File: src/rtl/ifetch_pkg.sv
// Shared types and constants for the instruction fetch queue.
//   fetch_state_e : fetch FSM state encoding
//   OP_BRANCH/OP_JAL/OP_JALR : control-transfer opcodes (inst[6:0])
//   is_ctrl_xfer() : true when an instruction may change the flow of control
package ifetch_pkg;

   typedef enum logic [1:0] {
      IDLE     = 2'd0,
      WAIT_MEM = 2'd1,
      DISCARD  = 2'd2
   } fetch_state_e;

   localparam logic [6:0] OP_BRANCH = 7'b1100011;
   localparam logic [6:0] OP_JAL    = 7'b1101111;
   localparam logic [6:0] OP_JALR   = 7'b1100111;

   function automatic logic is_ctrl_xfer(input logic [31:0] ins);
      return (ins[6:0] == OP_BRANCH) || (ins[6:0] == OP_JAL) || (ins[6:0] == OP_JALR);
   endfunction

endpackage

File: src/rtl/ifetch_fifo.sv
// Circular-buffer FIFO holding fetched {pc, instruction} entries.
// Ports:
//   clk, rst_n       : clock, async active-low reset
//   i_push, i_data   : write an entry (ignored when full without a pop)
//   i_pop            : drop the head entry (ignored when empty)
//   i_flush          : empty the queue; wins over push/pop
//   o_data           : head entry, straight from the storage registers
//   o_count, o_empty : occupancy
module ifetch_fifo #(
   parameter int WIDTH = 64,
   parameter int DEPTH = 4
) (
   input  logic                     clk,
   input  logic                     rst_n,
   input  logic                     i_push,
   input  logic                     i_pop,
   input  logic                     i_flush,
   input  logic [WIDTH-1:0]         i_data,
   output logic [WIDTH-1:0]         o_data,
   output logic [$clog2(DEPTH):0]   o_count,
   output logic                     o_empty
);

   localparam int AW = $clog2(DEPTH);
   localparam logic [AW:0] LP_DEPTH = (AW+1)'(DEPTH);

   logic [WIDTH-1:0] r_mem [DEPTH];
   logic [AW-1:0]    r_wr_ptr;
   logic [AW-1:0]    r_rd_ptr;
   logic [AW:0]      r_count;
   logic             w_full;
   logic             w_push;
   logic             w_pop;

   assign o_empty = (r_count == '0);
   assign w_full  = (r_count == LP_DEPTH);
   assign w_pop   = i_pop && !o_empty;
   assign w_push  = i_push && (!w_full || w_pop);

   // Power-of-two depth: pointers wrap by natural overflow.
   always_ff @(posedge clk or negedge rst_n) begin
      if (!rst_n) begin
         for (int i = 0; i < DEPTH; i++) r_mem[i] <= '0;
         r_wr_ptr <= '0;
         r_rd_ptr <= '0;
         r_count  <= '0;
      end else if (i_flush) begin
         r_wr_ptr <= '0;
         r_rd_ptr <= '0;
         r_count  <= '0;
      end else begin
         if (w_push) begin
            r_mem[r_wr_ptr] <= i_data;
            r_wr_ptr        <= r_wr_ptr + 1'b1;
         end
         if (w_pop) r_rd_ptr <= r_rd_ptr + 1'b1;
         case ({w_push, w_pop})
            2'b10:   r_count <= r_count + 1'b1;
            2'b01:   r_count <= r_count - 1'b1;
            default: r_count <= r_count;
         endcase
      end
   end

   assign o_data  = r_mem[r_rd_ptr];
   assign o_count = r_count;

endmodule

File: src/rtl/i_fetch_q.sv
// Instruction fetch unit: issues one sequential fetch at a time and buffers
// returned instructions in a small queue for the decoder.
// Ports:
//   clk, rst_n                 : clock, async active-low reset
//   redirect_valid/redirect_pc : branch/jump redirect, flushes the queue
//   inst_valid/inst/inst_pc    : queue head, popped on inst_valid && inst_ready
//   mem_valid/mem_addr         : fetch request, held until mem_done
//   mem_done/mem_inst          : one-cycle fetch response
//   br_done                    : only with IFETCH_BR_STALL_EN; releases the
//                                fetch stall taken after a control-transfer
//                                instruction is queued
//
// state    | meaning
// ---------+-------------------------------------------------------------
// IDLE     | no request outstanding; issue from pc if queue has room
// WAIT_MEM | request at mem_addr outstanding; response will be queued
// DISCARD  | request outstanding but made stale by a redirect; drop data
module i_fetch_q
   import ifetch_pkg::*;
#(
   parameter int              XLEN     = 32,
   parameter int              QDEPTH   = 4,
   parameter logic [XLEN-1:0] RESET_PC = '0
) (
   input  logic            clk,
   input  logic            rst_n,
`ifdef IFETCH_BR_STALL_EN
   input  logic            br_done,
`endif
   input  logic            redirect_valid,
   input  logic [XLEN-1:0] redirect_pc,
   output logic            inst_valid,
   output logic [31:0]     inst,
   output logic [XLEN-1:0] inst_pc,
   input  logic            inst_ready,
   output logic            mem_valid,
   output logic [XLEN-1:0] mem_addr,
   input  logic            mem_done,
   input  logic [31:0]     mem_inst
);

   localparam int CW = $clog2(QDEPTH) + 1;
   localparam logic [CW-1:0] LP_DEPTH = CW'(QDEPTH);

   fetch_state_e       r_state;
   logic [XLEN-1:0]    r_pc;
   logic [XLEN-1:0]    r_mem_addr;
   logic               r_mem_valid;
   logic [XLEN+31:0]   w_head;
   logic [CW-1:0]      w_count;
   logic               w_empty;
   logic               w_push;
   logic               w_pop;
   logic               w_issue;
   logic               w_stall;

   // Redirect outranks both ends of the queue in the same cycle.
   assign w_pop   = !w_empty && inst_ready && !redirect_valid;
   assign w_push  = (r_state == WAIT_MEM) && mem_done && !redirect_valid;
   assign w_issue = !redirect_valid && !w_stall && (w_count < LP_DEPTH);

   ifetch_fifo #(
      .WIDTH (XLEN + 32),
      .DEPTH (QDEPTH)
   ) u_fifo (
      .clk     (clk),
      .rst_n   (rst_n),
      .i_push  (w_push),
      .i_pop   (w_pop),
      .i_flush (redirect_valid),
      .i_data  ({r_pc, mem_inst}),
      .o_data  (w_head),
      .o_count (w_count),
      .o_empty (w_empty)
   );

`ifdef IFETCH_BR_STALL_EN
   logic r_stall;

   // A newly queued branch/jump wins over a br_done for an older one.
   always_ff @(posedge clk or negedge rst_n) begin
      if (!rst_n)                               r_stall <= 1'b0;
      else if (redirect_valid)                  r_stall <= 1'b0;
      else if (w_push && is_ctrl_xfer(mem_inst)) r_stall <= 1'b1;
      else if (br_done)                         r_stall <= 1'b0;
   end

   assign w_stall = r_stall;
`else
   assign w_stall = 1'b0;
`endif

   // A redirect seen in IDLE only retargets pc; the fetch starts next cycle
   // so no request is ever issued from the stale pc.
   always_ff @(posedge clk or negedge rst_n) begin
      if (!rst_n) begin
         r_state     <= IDLE;
         r_pc        <= RESET_PC;
         r_mem_addr  <= '0;
         r_mem_valid <= 1'b0;
      end else begin
         case (r_state)
            IDLE: begin
               if (redirect_valid) begin
                  r_pc <= redirect_pc;
               end else if (w_issue) begin
                  r_state     <= WAIT_MEM;
                  r_mem_addr  <= r_pc;
                  r_mem_valid <= 1'b1;
               end
            end
            WAIT_MEM: begin
               if (redirect_valid) begin
                  r_pc <= redirect_pc;
                  if (mem_done) begin
                     r_state     <= IDLE;
                     r_mem_valid <= 1'b0;
                  end else begin
                     r_state <= DISCARD;
                  end
               end else if (mem_done) begin
                  r_pc        <= r_pc + XLEN'(4);
                  r_state     <= IDLE;
                  r_mem_valid <= 1'b0;
               end
            end
            DISCARD: begin
               if (redirect_valid) r_pc <= redirect_pc;
               if (mem_done) begin
                  r_state     <= IDLE;
                  r_mem_valid <= 1'b0;
               end
            end
            default: begin
               r_state     <= IDLE;
               r_mem_valid <= 1'b0;
            end
         endcase
      end
   end

   assign mem_valid  = r_mem_valid;
   assign mem_addr   = r_mem_addr;
   assign inst_valid = !w_empty;
   assign inst_pc    = w_head[XLEN+31:32];
   assign inst       = w_head[31:0];

endmodule

File: config.mk
export PLATFORM = sky130hd
export DESIGN_NAME = i_fetch_q
export DESIGN_NICKNAME = d
export VERILOG_FILES = /design/src/rtl/ifetch_pkg.sv /design/src/rtl/ifetch_fifo.sv /design/src/rtl/i_fetch_q.sv
export SDC_FILE = /design/constraint.sdc
export NUM_CORES = 1
export LEC_CHECK = 0
export BUFFER_PORTS_ARGS = -buffer_cell sky130_fd_sc_hd__buf_2
export CORE_ASPECT_RATIO = 1.25
export CORE_UTILIZATION = 35
export CTS_CLUSTER_DIAMETER = 40
export DETAILED_ROUTE_END_ITERATION = 10
export PLACE_DENSITY = 0.62
export SLEW_MARGIN = 20
export SYNTH_ARGS = -nofsm -noshare
export SYNTH_HDL_FRONTEND = slang
export SYNTH_SLANG_ARGS = --single-unit
File: constraint.sdc
create_clock -name clk -period 2.5 [get_ports clk]
set_input_delay 0.375 -clock clk [delete_from_list [all_inputs] [get_ports clk]]
set_output_delay 0.375 -clock clk [all_outputs]
set_load 0.03 [all_outputs]
---- After elaboration in Yosys (flattened, before gate mapping) ----
Cells that the tools add are included.
storage, ports and cells
  bits of input ports ..................... 69
  register bits ........................... 330
  logic and storage cells ................. 84
cells by class
  bitwise logic cells ..................... 3
  eq/ne operators ......................... 10
  multiplexer cells ....................... 26
  order comparisons ....................... 4
  add/sub/neg operators ................... 5
  reductions and logical operators ........ 25
operators by type and width
  kind                   count
  $bwmux 256             1
  $mux 64                3
  $bmux 64 s2            1
  $demux 64 s2           1
  $mux 32                3
  $pmux 32 s2            1
  $add 32x3->32 const B  1
  $mux 2                 9
  $reduce_and 3->1       3
  $logic_and 1x1->1      8
  $ge 3x3->1 const B     2
  $not 2->3              2
  $pmux 2 s3             1
  $pmux 3 s2             1
  $reduce_bool 2->1      3
  $add 2x1->2 const B    2
  $eq 2x1->1 const B     2
  $eq 2x2->1 const B     2
  $ne 2x1->1 const B     2
  $ne 2x2->1 const B     2
  $reduce_and 2->1       2
  $reduce_or 2->1        2
  $add 3x1->3 const B    1
  $eq 3x3->1 const B     1
  other kinds (13)       17

---- Depth between registers and ports, before layout ----
  depth after elaboration ................. 10
  depth in mapped cells ................... 10
  gate-level depth less buffers ........... 9

---- Modules after synthesis ----
A second synthesis with hierarchy kept.
unflattened totals
  cell total of the unflattened synthesis .. 1020
  area, all modules ....................... 16315.6 um^2
modules (own cells, without submodules)
  module       area each (um^2)  instances  cells each  sequential area each (um^2)
  ifetch_fifo  12878.6           1          685         6581.3
  i_fetch_q    3437.0            1          335         1676.6

---- Least setup slack after synthesis ----
Ideal clock, no wire load.
  path type ............................... register to register
  start point ............................. register u_fifo.r_count[0] (netlist: u_fifo.o_count[0])
  end point ............................... register u_fifo.r_count[2] (netlist: u_fifo.o_count[2])
  data arrival time ....................... 2.236 ns
  cell stages (with the launch flop) ...... 9
  slack ................................... 0.199 ns
  path buffers ............................ 1
  cell sequence ........................... dfrtp_1 or3_1 clkbuf_1 nand2_1 nor3b_1 fa_1 o32a_1 o21ai_0 o21a_1
on the way
  longest elaborated chain between the ends .. 10
  elaborated cells on any way between the ends .. 16
  classes of those cells .................. 2 x add/sub; 3 x eq/ne; 2 x mux; 9 x reduce/logical
ends and longest elaborated chain
  what                                      line               text
  start: declaration                        ifetch_fifo.sv:30  logic [AW:0] r_count;
  start signal: assignment                  ifetch_fifo.sv:58  2'b10: r_count <= r_count + 1'b1;
  start signal: assignment                  ifetch_fifo.sv:59  2'b01: r_count <= r_count - 1'b1;
  start signal: assignment                  ifetch_fifo.sv:60  default: r_count <= r_count;
  $logic_not 3->1 *                         ifetch_fifo.sv:35  assign o_empty = (r_count == '0);
  $logic_not 1->1 *                         n/a
  net inst_valid                            i_fetch_q.sv:32    output logic inst_valid,
  $logic_and 1x1->1 (2 in series)           i_fetch_q.sv:58    assign w_pop = !w_empty && inst_ready && !redirect_valid;
  $logic_and 1x1->1 *                       ifetch_fifo.sv:37  assign w_pop = i_pop && !o_empty;
  $logic_or 1x1->1                          ifetch_fifo.sv:38  assign w_push = i_push && (!w_full || w_pop);
  $logic_and 1x1->1                         ifetch_fifo.sv:38
  $eq 2x1->1 or $eq 2x2->1 (tied branches)  ifetch_fifo.sv:57  case ({w_push, w_pop})
  $pmux 3 s2                                ifetch_fifo.sv:57
  $mux 3                                    ifetch_fifo.sv:47  end else if (i_flush) begin
The timed path passes the listed nets; every way through them passes the cells marked *.
A chain may end at the register's enable or synchronous reset.

---- Final worst setup path ----
  start point ............................. register u_fifo.r_rd_ptr[0]
  end point ............................... output inst_pc[17]
on the way
  longest elaborated chain between the ends .. 4
ends and longest elaborated chain
  what                                         line               text
  start: declaration                           ifetch_fifo.sv:29  logic [AW-1:0] r_rd_ptr;
  start signal: assignment                     ifetch_fifo.sv:56  if (w_pop) r_rd_ptr <= r_rd_ptr + 1'b1;
  $not 2->3 (implied by the code)              ifetch_fifo.sv:65  assign o_data = r_mem[r_rd_ptr];
  $bmux 64 s2                                  ifetch_fifo.sv:65
  $mux 64 (implied by the code) (2 in series)  ifetch_fifo.sv:65
  end: declaration                             i_fetch_q.sv:34    output logic [XLEN-1:0] inst_pc,
No other way between the ends. The select of a mux whose other input is x is not followed.

==> impl_metrics.json <==
{
  "clock_sinks": 330,
  "die_y_um": 233,
  "numCtsBuffers": 49,
  "synth_area_um2": 14900,
  "clockBufferDepth": 3,
  "first_iter_violations": 406,
  "maxCapViolCount": 0,
  "drive_above_1_share": 0.538,
  "drc": 0,
  "synth_edf_count": 0,
  "synthCells": 1017,
  "clock_latency_ns": 0.58,
  "fin_crit_sh": 0.980,
  "min_path_type": "primary input to flip-flop",
  "antenna_found_initial": 6,
  "reg2reg_from": "r_state[1]",
  "synthToLayoutAreaGrowth_pct": 23.3,
  "worst_pin_slew_ns": 0.548,
  "rsz0062_at_grt": "true",
  "htree_levels": 2,
  "clk_pin_slew_ns": 0.05,
  "synth_fp_nets": 1096,
  "crit_type": "flip-flop to primary output",
  "place_hpwl_mm": 23.7,
  "vias_per_cell": 5.21,
  "r2r_slack_ns": 0.20,
  "fmax_ghz": 0.408,
  "startpoint": "u_fifo.r_rd_ptr[0]",
  "final_hold_viol_count": 0,
  "nFillCells": 3804,
  "core_area_um2": 42000,
  "port_buffers": 166,
  "ioPinCount": 167,
  "startpoint_type": "flip-flop",
  "crit_slowest_cell": "mux4_2",
  "status": "complete, no violations",
  "cp.required_ns": 2.12,
  "stdcell_area_um2": 18400,
  "seq_area_frac_synth": 0.554,
  "peakVddDrop_mv": 0.829,
  "synth-seq-cells": 330,
  "gp_congestion": 0.806,
  "end_kind": "primary output",
  "reg2reg_to": "u_fifo.r_mem[205]",
  "crit_path_cell_trace": "buf_16 > mux4_2 > buf_2",
  "yosys-top-cells-area": "dfrtp_1 (55%), mux2_2 (22%), mux4_2 (9.7%), a21oi_1 (1.2%), buf_4 (1.2%)",
  "worstPathMaxFanout": 24,
  "ys.flop_type": "dfrtp_1",
  "dr_total_vias": 9365,
  "slew_headroom": 0.632,
  "gr-usage-all-layers": 0.170,
  "async_flop_share": 1.00,
  "cpPeakStageDelay_ns": 0.57,
  "drtPass1Iterations": 5,
  "dpl_cell_area_um2": 16600,
  "post-synth-top-area-fraction": 0.554,
  "rows": 84,
  "worst_ep_arrival_time_ns": 2.07,
  "power_per_cell_area_nw_per_um2": 1360,
  "cts_root_buf": "clkbuf_16",
  "yosysTopAreaCell": "dfrtp_1",
  "skew_ns": 0.0161,
  "drv_slew": 0,
  "gr-total-overflow": 0,
  "worst_r2r_path_depth": 7,
  "cp-endpoint": "inst_pc[17]",
  "grt_pass1_vias": 9942,
  "cts_tree": "done",
  "dieArea_um2": 43500,
  "fp.dieW_um": 187,
  "postRouteAntennaNets": 0,
  "avgSynthCellArea_um2": 14.7,
  "leakage_uw": 0.00820,
  "wl_mm": 36.1,
  "initial_core_util": 0.355,
  "synth.distinct_cells": 52,
  "fin_crit_ns": 2.45,
  "wl_per_cell_um": 20.1,
  "yosys_warnings": 0,
  "grt_pass1_wl_mm": 57.7,
  "p_total_uw": 25000,
  "setup_viol": 0,
  "fin_nets": 1276,
  "grt_start_max_net_pins": 95
}
## cells in the final DEF, fill, tap and decap left out, types with 9 or more instances in the layout
| cell | count |
|---|---|
| mux2_2 | 290 |
| o21ai_0 | 17 |
| nand2_1 | 31 |
| nand3_1 | 14 |
| clkbuf_16 | 49 |
| buf_4 | 22 |
| inv_1 | 9 |
| buf_2 | 163 |
| nor2_1 | 26 |
| o22ai_1 | 19 |
| a21oi_1 | 37 |
| ha_1 | 9 |
| mux4_2 | 64 |
| dfrtp_1 | 328 |
| a2bb2oi_1 | 12 |
| buf_12 | 18 |
## power by group
part / switching, uW / total (uW) / internal [uW] / leakage [uW]
registers: 1530 / 8760 / 7230 / 0.00422
clock network: 2670 / 7120 / 4450 / 0.000842
logic: 5010 / 9100 / 4100 / 0.00314
## sequential cells by signal, summed over array words and instances (netlist names)
register	flops
u_fifo.r_mem	256
mem_addr	32
r_pc	32
u_fifo.o_count	3
r_state	2
u_fifo.r_rd_ptr	2
u_fifo.r_wr_ptr	2
mem_valid	1
## cell families after synthesis
family	share of synthesized area
mux	0.318
flops	0.554
simple gates	0.0409
compound gates	0.0466
buf+inv	0.0301
fa+ha+maj	0.00889
xor+xnor	0.00235
## critical path: cells and delay by family (launching register included)
kind / cells / cell delay (ns)
buffers and inverters: 2 / 0.45
DFF: 1 / 0.47
muxes: 1 / 0.57
## layout make-up
type	count	area, um2	share of cell area
Timing Repair Buffer	208	1420	0.0770
Multi-Input combinational cell	599	6250	0.340
Tap cell	559	699	0.0380
Sequential cell	330	8270	0.449
Inverter	9	33.8	0.00184
Clock inverter	34	417	0.0227
Antenna cell	1	2.50	0.000136
Clock buffer	58	1310	0.0712
## worst min path at each step
stage	from	endpoint	slack, ns	cells after the start
floorplan	rst_n	mem_addr[0]	0.08	0
global placement	rst_n	u_fifo.r_mem[11]	0.33	1
detailed placement	rst_n	u_fifo.r_mem[75]	0.33	1
CTS	redirect_pc[1]	r_pc[1]	0.006	2
global route	redirect_pc[0]	r_pc[0]	0.02	2
finish	redirect_pc[1]	r_pc[1]	0.04	2
## stage by stage
step,hold slack [ns],utilization,setup WS [ns],cells,TNS (ns)
finish,0.0377,0.438,0.0507,1798,0
global route,0.0227,0.438,-0.0196,1798,-0.107
CTS,0.00624,0.437,0.00418,1797,0
detailed placement,0.330,0.395,0.192,1700,0
global placement,0.325,0.395,0.273,1700,0
floorplan,0.0794,-,0.199,1017,0
## cells in the mapped netlist (all sizes together) (2+ instances only)
| cell type | number |
|---|---|
| dfrtp | 330 |
| mux2 | 290 |
| mux4 | 64 |
| buf | 49 |
| a21oi | 38 |
| nand2 | 31 |
| clkbuf | 30 |
| nor2 | 26 |
| o22ai | 19 |
| o21ai | 17 |
| nand3 | 16 |
| a2bb2oi | 13 |
| and3 | 9 |
| ha | 9 |
| inv | 9 |
| nor3 | 9 |
| or3 | 8 |
| nand4 | 6 |
| a31oi | 5 |
| and2 | 4 |
| nor4 | 4 |
| a311oi | 3 |
| mux2i | 3 |
| xor2 | 3 |
| a41o | 2 |
| o41ai | 2 |
## timing repair
action	4_1_cts	5_1_grt
hold endpoints to repair	46	0
pin swaps	0	0
hold buffers	1	0
endpoints found under the setup margin	58	12
buffers inserted	4	0
gates resized for setup	3	2
## per-layer routing
metal  vias up  global-route usage  wire, um
met5         -                   0        61
met4         8              0.0579       918
li1       4154                   -         -
met3        65              0.0424      1920
met1      4883               0.218     15500
met2       255               0.280     17600
Note: power is estimated with default switching activity, not from simulation.
